## src/rtl/jimmy_loader_pkg.sv

```systemverilog
// Shared definitions for the Jimmy program loader.
// Provides the FSM state encoding, the default parameter values and a
// helper that sizes counters.
package jimmy_loader_pkg;

  localparam int DEF_ADDR_W         = 8;
  localparam int DEF_DATA_W         = 8;
  localparam int DEF_TIMEOUT        = 255;
  localparam int DEF_RELEASE_CYCLES = 4;

  typedef enum logic [2:0] {
    ST_IDLE    = 3'd0,
    ST_LOAD    = 3'd1,
    ST_CHECK   = 3'd2,
    ST_RELEASE = 3'd3,
    ST_RUN     = 3'd4,
    ST_ERROR   = 3'd5
  } state_t;

  // Bits needed to hold values 0..max_val.
  function automatic int cnt_width(input int max_val);
    return (max_val < 2) ? 1 : $clog2(max_val + 1);
  endfunction

endpackage

```

## src/rtl/jimmy_loader_timer.sv

```systemverilog
// Down-counter shared by the loader for the byte timeout and the CPU
// release hold.
// Ports:
//   clk, reset : clock and synchronous active-high reset
//   clear      : force count to zero (highest priority after reset)
//   load       : load load_val
//   load_val   : value to load
//   en         : decrement by one (stops at zero)
//   tc         : terminal count, high while count is zero
module jimmy_loader_timer #(
  parameter int W = 8
) (
  input  logic         clk,
  input  logic         reset,
  input  logic         clear,
  input  logic         load,
  input  logic [W-1:0] load_val,
  input  logic         en,
  output logic         tc
);

  logic [W-1:0] count;

  always_ff @(posedge clk) begin
    if (reset) begin
      count <= '0;
    end else if (clear) begin
      count <= '0;
    end else if (load) begin
      count <= load_val;
    end else if (en && (count != '0)) begin
      count <= count - W'(1);
    end
  end

  assign tc = (count == '0);

endmodule

```

## src/rtl/jimmy_prog_loader.sv

```systemverilog
// Jimmy program loader: receives a byte stream, writes it into program
// memory, verifies a trailing checksum byte and then releases the CPU.
// Ports:
//   jimmy_clk, reset            : clock, synchronous active-high reset
//   load_start, load_len        : load request and byte count (0 = 2**ADDR_W)
//   byte_in, byte_valid         : incoming byte stream
//   byte_ready                  : loader accepts a byte this cycle
//   pm_we, pm_addr, pm_wdata    : program memory write port (registered)
//   cpu_run                     : CPU may execute
//   load_done, load_err         : result of the last load
//   state_o                     : current FSM state
//
// state   | meaning
// IDLE    | after reset, waiting for load_start
// LOAD    | accepting program bytes and writing program memory
// CHECK   | waiting for the checksum byte
// RELEASE | checksum good, CPU still held for RELEASE_CYCLES
// RUN     | CPU running, load_done set
// ERROR   | checksum mismatch or timeout, load_err set
module jimmy_prog_loader
  import jimmy_loader_pkg::*;
#(
  parameter int ADDR_W         = DEF_ADDR_W,
  parameter int DATA_W         = DEF_DATA_W,
  parameter int TIMEOUT        = DEF_TIMEOUT,
  parameter int RELEASE_CYCLES = DEF_RELEASE_CYCLES
) (
  input  logic              jimmy_clk,
  input  logic              reset,
  input  logic              load_start,
  input  logic [ADDR_W-1:0] load_len,
  input  logic [DATA_W-1:0] byte_in,
  input  logic              byte_valid,
  output logic              byte_ready,
  output logic              pm_we,
  output logic [ADDR_W-1:0] pm_addr,
  output logic [DATA_W-1:0] pm_wdata,
  output logic              cpu_run,
  output logic              load_done,
  output logic              load_err,
  output logic [2:0]        state_o
);

  localparam int TMR_W = cnt_width((TIMEOUT > RELEASE_CYCLES) ? TIMEOUT : RELEASE_CYCLES);

  state_t            state, state_next;
  logic              xfer, start_ok, last_byte, sum_ok;
  logic [ADDR_W-1:0] addr, len_last;
  logic [DATA_W-1:0] checksum;

  logic              tmr_clear, tmr_load, tmr_en, tmr_tc;
  logic [TMR_W-1:0]  tmr_load_val;

  assign xfer      = byte_valid & byte_ready;
  assign start_ok  = load_start &
                     ((state == ST_IDLE) || (state == ST_RUN) || (state == ST_ERROR));
  // addr doubles as the byte count; len_last = load_len-1 wraps so 0 means full range
  assign last_byte = (addr == len_last);
  assign sum_ok    = (byte_in == checksum);
  assign state_o   = state;

  always_ff @(posedge jimmy_clk) begin
    if (reset) state <= ST_IDLE;
    else       state <= state_next;
  end

  // The timer is preloaded with N-1 so tc marks the N-th cycle itself.
  always_comb begin
    state_next = state;
    case (state)
      ST_IDLE, ST_RUN, ST_ERROR: if (start_ok) state_next = ST_LOAD;
      ST_LOAD: begin
        if (xfer) begin
          if (last_byte) state_next = ST_CHECK;
        end else if (tmr_tc) begin
          state_next = ST_ERROR;
        end
      end
      ST_CHECK: begin
        if (xfer)        state_next = sum_ok ? ST_RELEASE : ST_ERROR;
        else if (tmr_tc) state_next = ST_ERROR;
      end
      ST_RELEASE: if (tmr_tc) state_next = ST_RUN;
      default:    state_next = ST_IDLE;
    endcase
  end

  always_comb begin
    byte_ready   = (state == ST_LOAD) || (state == ST_CHECK);
    cpu_run      = (state == ST_RUN);
    tmr_load     = 1'b0;
    tmr_en       = 1'b0;
    tmr_load_val = TMR_W'(TIMEOUT - 1);
    tmr_clear    = (state_next != state) &&
                   ((state_next == ST_RUN) || (state_next == ST_ERROR));
    case (state)
      ST_IDLE, ST_RUN, ST_ERROR: tmr_load = start_ok;
      ST_LOAD: begin
        tmr_load = xfer;
        tmr_en   = ~xfer;
      end
      ST_CHECK: begin
        tmr_load = xfer;
        tmr_en   = ~xfer;
        if (xfer && sum_ok) tmr_load_val = TMR_W'(RELEASE_CYCLES - 1);
      end
      ST_RELEASE: tmr_en = 1'b1;
      default: ;
    endcase
  end

  always_ff @(posedge jimmy_clk) begin
    if (reset) begin
      addr      <= '0;
      len_last  <= '0;
      checksum  <= '0;
      pm_we     <= 1'b0;
      pm_addr   <= '0;
      pm_wdata  <= '0;
      load_done <= 1'b0;
      load_err  <= 1'b0;
    end else begin
      pm_we <= 1'b0;
      if (start_ok) begin
        len_last  <= load_len - ADDR_W'(1);
        addr      <= '0;
        checksum  <= '0;
        load_done <= 1'b0;
        load_err  <= 1'b0;
      end
      if ((state == ST_LOAD) && xfer) begin
        pm_we    <= 1'b1;
        pm_addr  <= addr;
        pm_wdata <= byte_in;
        addr     <= addr + ADDR_W'(1);
        checksum <= checksum + byte_in;
      end
      if ((state_next == ST_RUN) && (state != ST_RUN))     load_done <= 1'b1;
      if ((state_next == ST_ERROR) && (state != ST_ERROR)) load_err  <= 1'b1;
    end
  end

  jimmy_loader_timer #(.W(TMR_W)) u_timer (
    .clk      (jimmy_clk),
    .reset    (reset),
    .clear    (tmr_clear),
    .load     (tmr_load),
    .load_val (tmr_load_val),
    .en       (tmr_en),
    .tc       (tmr_tc)
  );

endmodule

```

## config.mk

```make
export PLATFORM = sky130hd
export DESIGN_NAME = jimmy_prog_loader
export DESIGN_NICKNAME = d
export VERILOG_FILES = /design/src/rtl/jimmy_loader_pkg.sv /design/src/rtl/jimmy_loader_timer.sv /design/src/rtl/jimmy_prog_loader.sv
export SDC_FILE = /design/constraint.sdc
export NUM_CORES = 1
export LEC_CHECK = 0
export ABC_AREA = 1
export CORE_ASPECT_RATIO = 0.75
export CORE_MARGIN = 4
export CORE_UTILIZATION = 50
export DETAILED_ROUTE_END_ITERATION = 7
export GPL_TIMING_DRIVEN = 0
export HOLD_SLACK_MARGIN = 0.05
export PLACE_DENSITY = 0.74
export SKIP_LAST_GASP = 1
export SLEW_MARGIN = 10
export SYNTH_ARGS = -nofsm -noshare
export SYNTH_HDL_FRONTEND = slang
export SYNTH_SLANG_ARGS = --single-unit
```

## constraint.sdc

```tcl
create_clock -name jimmy_clk -period 2 [get_ports jimmy_clk]
set_input_delay 0.4 -clock jimmy_clk [delete_from_list [all_inputs] [get_ports jimmy_clk]]
set_output_delay 0.4 -clock jimmy_clk [all_outputs]
set_load 0.03 [all_outputs]
```

==> results.py <==
metrics = {
    "floorplanning": {
        "fp-row-count": 23,
        "die_h_um": 74.4,
        "dieWidth_um": 96.5,
        "ioPinCount": 44,
        "initial_core_util": 0.532,
        "dieArea_mm2": 0.00718,
        "coreArea_mm2": 0.00553,
    },
    "global_routing": {
        "grt_overflow": 0,
        "antenna_found_initial": 0,
        "grt_max_degree": 17,
        "busiest_layer": "met2",
        "grt_pass1_wl_um": 11900,
        "grt_use_met1": 0.308,
        "grt_pass1_vias": 2553,
        "grt_util_all_layers": 0.207,
        "grtUsageMet3": 0.0364,
        "met2_usage": 0.320,
    },
    "sta": {
        "setup_viol": 0,
        "tns_ps": 0,
        "maxSlewHeadroom": 0.630,
        "fin_crit_sh": 0.947,
        "rsz0062_at_grt": "false",
        "max_freq_ghz": 0.528,
        "timing.hold.ws_ps": 389,
        "slew_violations": 0,
        "tightest_slew_ps": 554,
        "period_needed_ps": 1890,
        "clock_skew_ps": 4.75,
        "hold_viol_final": 0,
    },
    "critical_path": {
        "reg2reg_to": "u_timer.count[4]$_SDFFE_PP0P_",
        "cpPeakStageDelay_ps": 520,
        "cp-start-kind": "primary input",
        "crit_family": "buffers and inverters",
        "cp_slowest_cell": "clkdlybuf4s50_1",
        "critical_path_required_ps": 2200,
        "worst_setup_path_end_kind": "flip-flop",
        "crit_arrival_ps": 2100,
        "path_cells": "clkdlybuf4s50_1, inv_1, nor2_2, inv_4, nand2_4, inv_4, nand3_4, buf_6, nor2_1, a21oi_1, nor2_1",
        "r2r_cells": 11,
        "r2r_slack_ps": 140,
        "cp_num_buf_inv": 5,
        "critPathKind": "primary input to flip-flop",
        "cp_max_fo": 10,
        "r2r_start": "checksum[1]$_SDFFE_PP0P_",
    },
    "cts": {
        "clockBufferDepth": 2,
        "cts_tree": "yes",
        "h-tree-depth": 2,
        "root_buffer": "clkbuf_8",
        "cts_inserted_buffers": 5,
        "worstSkewPairLatency_ps": 300,
        "path_clk_slew_ps": 100,
        "clock-sinks": 54,
    },
    "cells_and_area": {
        "area_delta_synth_final_pct": 24.5,
        "final_nets": 501,
        "multi_input_area_mm2": 0.00168,
        "fillers": 487,
        "layout-drive-gt1-share": 0.0936,
        "antenna_cells": 0,
        "seqCellArea_mm2": 0.00108,
    },
    "drt": {
        "drt-total-wl_um": 7220,
        "first_pass_iters": 5,
        "vias_per_cell": 5.30,
        "drc_errors": 0,
        "antenna_left": 0,
        "routedWlPerCell_um": 13.2,
        "drtIter0Drc": 145,
        "vias": 2887,
    },
    "power": {
        "peakVddDrop_uv": 445,
        "p_leak_nw": 1.64,
        "power.density_mw_per_mm2": 773,
    },
    "synthesis": {
        "synthCells": 420,
        "synth_nets": 452,
        "avgSynthCellArea_um2": 6.99,
        "ys.flop_type": "dfxtp_1",
        "ys_seq_elements": 54,
        "ys_types": 36,
        "yosysSeqAreaShare": 0.368,
        "async_flop_share": 0,
        "synth_warnings": 0,
        "synth-edff-count": 0,
        "syn_area_mm2": 0.00294,
    },
    "hold_path": {
        "min_to": "pm_wdata[0]$_SDFFE_PP0P_",
        "hp-start": "byte_in[0]",
        "min_path_cells": 3,
        "hp-class": "primary input to flip-flop",
    },
    "run_status": {
        "status": "finished, final reports clean",
    },
    "place": {
        "dp.final_hpwl_um": 5330,
        "io_buffers": 42,
        "place_congestion": 0.913,
    },
    "flow_run": {
        "drv_cap": 0,
    },
}
-- sequential cells by signal, summed over array words and instances, names as in the netlist --
register	flops
load_done	1
len_last	8
load_err	1
pm_we	1
pm_addr	8
checksum	8
addr	8
u_timer.count	8
pm_wdata	8
state_o	3
-- timing repair --
item	4_1_cts	5_1_grt
hold buffers	0	0
pin swaps	8	5
setup buffers	1	0
resized for setup	14	14
endpoints found under the setup margin	11	9
-- area by class of cell --
class,instances,share of cell area
Multi-Input combinational cell,294,0.458
Sequential cell,54,0.296
Timing Repair Buffer,43,0.117
Inverter,59,0.0619
Tap cell,75,0.0257
Clock buffer,6,0.0226
Buffer,12,0.0157
Clock inverter,2,0.00342
-- cells by family (layout without fill, tap and decap cells) --
| logic type | count (synthesis) | after routing | share of synthesized area |
|---|---|---|---|
| and+or+nand+nor | 180 | 180 | 0.268 |
| AOI/OAI and AO/OA | 89 | 89 | 0.173 |
| buffers and inverters | 72 | 122 | 0.0980 |
| DFF | 54 | 54 | 0.368 |
| xor gates and xnor gates | 13 | 13 | 0.0388 |
| adders and majority gates | 12 | 12 | 0.0537 |
-- worst min-delay path: cells and delay by family --
kind	cells	cell delay, ps
AND/OR/NAND/NOR	2	150
buffers and inverters	1	100
-- how the worst max path moves through the flow --
| stage | start | endpoint | cells after the start | slack (ps) |
|---|---|---|---|---|
| 3_5_place_dp | byte_in[2] | u_timer.count[1]$_SDFFE_PP0P_ | 14 | -590 |
| 2_1_floorplan | byte_in[2] | u_timer.count[4]$_SDFFE_PP0P_ | 12 | 220 |
| 6_report | load_start | u_timer.count[0]$_SDFFE_PP0P_ | 11 | 110 |
| 4_1_cts | byte_in[5] | u_timer.count[5]$_SDFFE_PP0P_ | 10 | 10 |
| 3_3_place_gp | byte_in[2] | u_timer.count[5]$_SDFFE_PP0P_ | 13 | -530 |
| 5_1_grt | load_start | u_timer.count[0]$_SDFFE_PP0P_ | 11 | 20 |
-- cell usage after synthesis (all sizes together), types with 6 or more instances --
| library cell | instances | share of area |
|---|---|---|
| nor2 | 54 | 0.071 |
| clkbuf | 8 | 0.010 |
| o21ai | 38 | 0.067 |
| nor3 | 7 | 0.012 |
| inv | 59 | 0.077 |
| xor2 | 7 | 0.021 |
| xnor2 | 6 | 0.018 |
| dfxtp | 54 | 0.37 |
| nand2 | 86 | 0.12 |
| a21oi | 30 | 0.051 |
| nand3 | 26 | 0.052 |
| ha | 11 | 0.047 |
-- routing by layer --
layer	part of all wire	vias up	routed length, um
met5	0	-	0
li1	-	1468	-
met4	0.0032	0	23
met2	0.43	101	3110
met3	0.061	2	441
met1	0.50	1316	3640
-- per-stage QoR --
| stage | instance area, um2 | worst slack [ps] | power (mW) | std cells | utilization |
|---|---|---|---|---|---|
| floorplan | 2940 | 218 | 1.89 | 420 | - |
| global placement | 3450 | -534 | 2.14 | 537 | 0.625 |
| finish | 3660 | 107 | 2.83 | 545 | 0.662 |
| detailed placement | 3450 | -586 | 2.15 | 537 | 0.625 |
| CTS | 3610 | 11.1 | 2.80 | 545 | 0.654 |
| global route | 3660 | 22.9 | 3.00 | 545 | 0.662 |
-- layout by cell type (no fill, tap or decap), types with 3 or more instances in the layout --
| cell type | Yosys | final |
|---|---|---|
| ha_1 | 11 | 6 |
| nor3_1 | 7 | 6 |
| nor2_2 | 2 | 4 |
| xnor2_1 | 6 | 6 |
| xor2_1 | 7 | 7 |
| dlygate4sd2_1 | 0 | 4 |
| dlymetal6s2s_1 | 0 | 4 |
| a211oi_1 | 3 | 3 |
| clkdlybuf4s50_1 | 0 | 33 |
| o211ai_1 | 5 | 5 |
| ha_4 | 0 | 5 |
| o21ai_0 | 35 | 34 |
| nand4_1 | 4 | 4 |
| a31oi_1 | 4 | 4 |
| inv_1 | 55 | 55 |
| dfxtp_1 | 54 | 54 |
| clkbuf_8 | 0 | 6 |
| a32o_1 | 3 | 3 |
| a21oi_1 | 30 | 29 |
| nand2_1 | 82 | 81 |
| buf_2 | 4 | 4 |
| clkbuf_1 | 8 | 7 |
| nor2_1 | 52 | 50 |
| nand2_4 | 3 | 4 |
| nand3_1 | 23 | 20 |
| nand3_2 | 2 | 5 |
-- power by group --
part	switching, mW	internal, mW
logic	0.569	0.360
clock network	0.362	0.279
registers	0.0788	1.18
Power figures use the tool's default switching activity.
